`config.mk`:
```
export PLATFORM = sky130hd
export DESIGN_NAME = fifo_rd_stream
export DESIGN_NICKNAME = d
export VERILOG_FILES = /design/src/rtl/fifo_rd_stream.sv
export SDC_FILE = /design/constraint.sdc
export NUM_CORES = 1
export LEC_CHECK = 0
export BUFFER_PORTS_ARGS = -buffer_cell sky130_fd_sc_hd__buf_2
export CAP_MARGIN = 40
export CORE_ASPECT_RATIO = 0.6
export CORE_UTILIZATION = 35
export CTS_BUF_LIST = sky130_fd_sc_hd__clkbuf_8
export DETAILED_ROUTE_END_ITERATION = 10
export PLACE_DENSITY = 0.68
export REMOVE_ABC_BUFFERS = 1
export SYNTH_ARGS = -nofsm -noshare
export SYNTH_HDL_FRONTEND = slang
export SYNTH_SLANG_ARGS = --single-unit
```
`constraint.sdc`:
```
create_clock -name clk -period 1.85 [get_ports clk]
set_input_delay 0.185 -clock clk [delete_from_list [all_inputs] [get_ports clk]]
set_output_delay 0.185 -clock clk [all_outputs]
set_load 0.02 [all_outputs]
```
`src/rtl/fifo_rd_stream.sv`:
```
// -----------------------------------------------------------------------------
// fifo_rd_stream
//
// Read-side adapter for async_fifo, living entirely in the FIFO read clock
// domain. It pops the FIFO through r_en, captures the FIFO's combinational
// output word into a two-entry skid buffer (head + skid) and presents the
// buffered words on a valid/ready stream with registered data.
//
// Handshake rule for the output stream: a word moves from this block to the
// consumer on a rising clk edge where m_valid and m_ready are both 1.
// m_valid never drops and m_data never changes while m_valid is 1 and
// m_ready is 0.
//
// Optional feature: define FIFO_RD_STREAM_LAST_EN to build a burst counter
// that frames the stream into BURST_LEN-word bursts via m_last. Without the
// macro, m_last is tied to 0 and BURST_LEN has no effect on the logic.
//
// Parameters
//   DATA_WIDTH  word width, must match the upstream FIFO
//   BURST_LEN   words per burst for m_last framing (>= 2)
//
// Ports
//   clk        in   FIFO read clock; every register is on its rising edge
//   rst        in   asynchronous, active-low reset
//   empty      in   FIFO empty flag
//   fifo_data  in   FIFO output word, valid whenever empty is 0
//   r_en       out  FIFO read enable (combinational)
//   flush      in   synchronous discard of every buffered word
//   m_valid    out  m_data holds a word
//   m_ready    in   consumer accepts the word when m_valid is also 1
//   m_data     out  head word
//   m_last     out  head word is the final word of a burst
//   occupancy  out  buffered word count, 0..2 (also the buffer state)
// -----------------------------------------------------------------------------
module fifo_rd_stream #(
    parameter int DATA_WIDTH = 16,
    parameter int BURST_LEN  = 4
) (
    input  logic                  clk,
    input  logic                  rst,
    input  logic                  empty,
    input  logic [DATA_WIDTH-1:0] fifo_data,
    output logic                  r_en,
    input  logic                  flush,
    output logic                  m_valid,
    input  logic                  m_ready,
    output logic [DATA_WIDTH-1:0] m_data,
    output logic                  m_last,
    output logic [1:0]            occupancy
);

    // Elaboration-time sanity check on the burst length.
    if (BURST_LEN < 2) begin : g_bad_burst_len
        $error("fifo_rd_stream: BURST_LEN must be at least 2");
    end

    // Buffer count values. The count doubles as the state of the buffer.
    localparam logic [1:0] CNT_EMPTY = 2'd0;
    localparam logic [1:0] CNT_ONE   = 2'd1;
    localparam logic [1:0] CNT_FULL  = 2'd2;

    logic [1:0]            cnt_q,  cnt_d;
    logic [DATA_WIDTH-1:0] head_q, head_d;
    logic [DATA_WIDTH-1:0] skid_q, skid_d;

    logic push;   // a FIFO word is captured at this edge
    logic hs;     // output handshake at this edge

    // -------------------------------------------------------------------------
    // Output process: everything here is a function of the registered count,
    // except r_en which must react to empty/flush in the same cycle.
    // -------------------------------------------------------------------------
    always_comb begin
        m_valid   = (cnt_q != CNT_EMPTY);
        occupancy = cnt_q;
        // Reset is folded in so the FIFO is never popped while the pointers
        // it shares a reset net with are being cleared. With the buffer full
        // nothing is popped, even if the head leaves this cycle; the pop
        // resumes one cycle later.
        r_en      = rst & ~flush & ~empty & (cnt_q != CNT_FULL);
    end

    assign push   = r_en;
    assign hs     = m_valid & m_ready;
    assign m_data = head_q;

    // -------------------------------------------------------------------------
    // Next-state process for the count and the two data registers.
    // -------------------------------------------------------------------------
    always_comb begin
        cnt_d  = cnt_q;
        head_d = head_q;
        skid_d = skid_q;

        if (flush) begin
            // A handshake in the flush cycle is ignored; words are dropped
            // and r_en is already 0 so the FIFO keeps its next word.
            cnt_d = CNT_EMPTY;
        end else begin
            case (cnt_q)
                CNT_EMPTY: begin
                    if (push) begin
                        head_d = fifo_data;
                        cnt_d  = CNT_ONE;
                    end
                end

                CNT_ONE: begin
                    if (push && hs) begin
                        // Head leaves and is replaced in the same edge:
                        // the steady full-throughput case.
                        head_d = fifo_data;
                    end else if (push) begin
                        skid_d = fifo_data;
                        cnt_d  = CNT_FULL;
                    end else if (hs) begin
                        cnt_d  = CNT_EMPTY;
                    end
                end

                default: begin
                    // Full: push is impossible here, only the head can leave.
                    if (hs) begin
                        head_d = skid_q;
                        cnt_d  = CNT_ONE;
                    end
                end
            endcase
        end
    end

    // -------------------------------------------------------------------------
    // State register.
    // -------------------------------------------------------------------------
    always_ff @(posedge clk or negedge rst) begin
        if (!rst) begin
            cnt_q  <= CNT_EMPTY;
            head_q <= '0;
            skid_q <= '0;
        end else begin
            cnt_q  <= cnt_d;
            head_q <= head_d;
            skid_q <= skid_d;
        end
    end

`ifdef FIFO_RD_STREAM_LAST_EN
    // -------------------------------------------------------------------------
    // Burst framing: counts accepted words modulo BURST_LEN. The count
    // refers to the word currently at the head, so m_last marks the head as
    // the final word of its burst.
    // -------------------------------------------------------------------------
    localparam int              BW       = (BURST_LEN > 1) ? $clog2(BURST_LEN) : 1;
    localparam logic [BW-1:0]   LAST_IDX = BW'(BURST_LEN - 1);

    logic [BW-1:0] burst_q, burst_d;

    always_comb begin
        burst_d = burst_q;
        if (flush) begin
            burst_d = '0;
        end else if (hs) begin
            burst_d = (burst_q == LAST_IDX) ? '0 : burst_q + BW'(1);
        end
    end

    always_ff @(posedge clk or negedge rst) begin
        if (!rst) begin
            burst_q <= '0;
        end else begin
            burst_q <= burst_d;
        end
    end

    assign m_last = m_valid & (burst_q == LAST_IDX);
`else
    assign m_last = 1'b0;
`endif

endmodule

```
==> out/metrics.cfg <==
[clock_tree]
clk_latency_ps=290
root_buffer=clkbuf_8
ctsHtreeMaxLevel=2
cts_hold_buffers=2
path_clk_slew_ps=70
ctsLongestPathBuffers=2
numCtsBuffers=5
cts_tree=yes
postCtsSetupBuffers=0
cts_resized=0
cts_sinks=34

[die]
core_um2=4230
dieArea_um2=4820
placementRows=18
die_h_um=54.2
initial_core_util=0.375
die_x_um=89.0
io_pins=42

[flow_run]
drv_cap=0

[placed_design]
dpl_cell_area_um2=1870
detailedPlace.worstSlack_ps=209
hpwl_um=2270
io_buffers=40
place.gp.congestion=0.738

[critical_path]
end_kind=flop
ff2ff_setup_slack_ps=200
cp.required_ps=2020
crit_start=rst
critPathCapture=skid_q[14]
reg2reg_to=m_data[8]
rr_worst_depth=4
criticalPathCategory=primary input to flop
arrival_ps=1960
reg2reg_from=occupancy[1]
worstPathMaxFanout=7
startpoint_type=primary input

[detailed_routing]
viasPerCell=4.58
drtIter0Drc=10
wire_per_inst_um=14.1
vias=985
post-route-drc-count=0
drt_wl_total_um=3030
drtAntennaViolNets=0
wl_met1_um=1510
dr.pass1.iters=3
top_layer=met4
wl_met2_um=1290
wl_met3_um=185

[global_route]
grt_pass1_vias=1006
grt_start_max_net_pins=31
grt-ovfl-total=0
antenna_found_initial=0
grt_use_total=0.145
grt_first_pass_wirelength_um=4860

[power]
vdd_drop_max_mv=0.368
seq_power_share=0.483
combPwrFrac=0.234
power_switching_uw=570
power.leakage_nw=0.958
clockPowerShare=0.283
p_sw_frac=0.286
power_mw=1.99
internal-power_mw=1.42
cellPowerDensity_nw_per_um2=1010

[sta]
rsz0062_at_grt=no
hold_viol_final=0
period_share=0.964
fmax_ghz=0.561
setup-violations-final=0
slew_viol_final=0
period_minus_slack_ps=1780
fin_worst_skew_ps=3.81
fin_ws_ps=66.7
tns_ps=0

[synthesis]
ys_ff_latch=34
synth_cells=103
yosys.area.top_type=dfrtp_1
ys_warn_count=0
yosysSeqAreaShare=0.536
syn_avg_cell_area_um2=15.4
synth_cell_type_count=20
synth_top_cell_area_share=0.536
synth_area_leaders=dfrtp_1 54%, mux2_2 27%, mux2_4 9.5%, a221oi_4 1.7%, buf_12 1.3%
synth_area_um2=1590

[cells_and_area]
design_area_um2=1980
drive_gt1_frac=0.671
final_nets=175
nFillCells=419
areaGrowthSynthToFinish_pct=24.7
utilization=0.467
regArea_um2=851
multi_input_area_um2=682
n_antenna_cell=0

[run_status]
status=finished clean

[hold_path]
min_path_type=primary input to flop

-- placed cells by master (no fill, tap or decap), drive strengths merged --
cell type	synthesis	final
conb	1	1
or2	1	1
xnor2	1	1
mux2	48	48
buf	4	47
clkbuf	1	6
dfrtp	34	34
nand2b	1	1
a221oi	2	2
nand4	1	1
nor2	2	2
nor2b	2	2
a21oi	1	1
dlygate4sd3	0	2
clkinv	0	1
nor3	2	2
inv	2	3
-- area by class of cell --
type,instances,share of cell area
flip-flops and latches,34,0.430
multi-input cells,62,0.345
repair buffers,49,0.138
clock buffers,6,0.0417
well taps,60,0.0379
clock inverters,2,0.00442
inverters,2,0.00379
-- stage by stage --
stage | hold WS (ps) | cells
6_report | 120 | 215
3_3_place_gp | 17.7 | 205
5_1_grt | 119 | 215
3_5_place_dp | 21.3 | 205
2_1_floorplan | -111 | 98
4_1_cts | 98.3 | 215
-- kinds of logic (layout without fill, tap and decap cells) --
kind of cell,count (synthesis),count (layout),share of synthesized area
multiplexers,48,48,0.364
flip-flops,34,34,0.536
AND/OR/NAND/NOR,9,9,0.0323
buffers and inverters,7,59,0.0347
AO/OA/AOI/OAI,3,3,0.0252
other,1,1,0.00236
XOR/XNOR,1,1,0.00552
-- Yosys cell counts --
cell type and n:
buf_6 1, conb_1 1, xnor2_1 1, mux2_2 38, buf_2 1, nor3_1 2, buf_4 1, or2_4 1
a21oi_1 1, nor2b_1 2, buf_12 1, dfrtp_1 34, nand2b_1 1, inv_1 2, nand4_1 1, mux2_4 10
clkbuf_1 1, a221oi_1 1, nor2_1 2, a221oi_4 1
-- per-layer routing --
layer,track usage,vias up
met4,0.0714,0
met3,0.0552,6
met5,0,-
met1,0.190,482
met2,0.210,29
li1,-,468
-- registers in the layout, indices dropped and copies added (netlist names) --
register	count
occupancy	2
m_data	16
skid_q	16
-- power by group through the flow --
stage                     combinational (mW)  clock [mW]  sequential, mW
after floorplan                        0.204           0            1.06
after global placement                 0.460           0           0.967
after detailed placement               0.470           0           0.974
after CTS                              0.475       0.585           0.964
after global routing                   0.507       0.611           0.979
final                                  0.466       0.563           0.962
-- critical path, cell delays in order --
cell	delay (ps)
dlygate4sd3_1	520
buf_2	130
nor2b_1	240
nand4_1	320
buf_4	280
mux2_2	270
-- how the worst min path moves through the flow --
| stage | start | end | slack, ps | cells after the start |
|---|---|---|---|---|
| 5_1_grt | m_ready | occupancy[1] | 120 | 2 |
| 6_report | m_ready | occupancy[1] | 120 | 2 |
| 3_5_place_dp | rst | skid_q[11] | 20 | 1 |
| 3_3_place_gp | rst | skid_q[11] | 20 | 1 |
| 4_1_cts | m_ready | occupancy[1] | 100 | 2 |
| 2_1_floorplan | rst | m_data[0] | -110 | 0 |
Power figures use the tool's default switching activity.
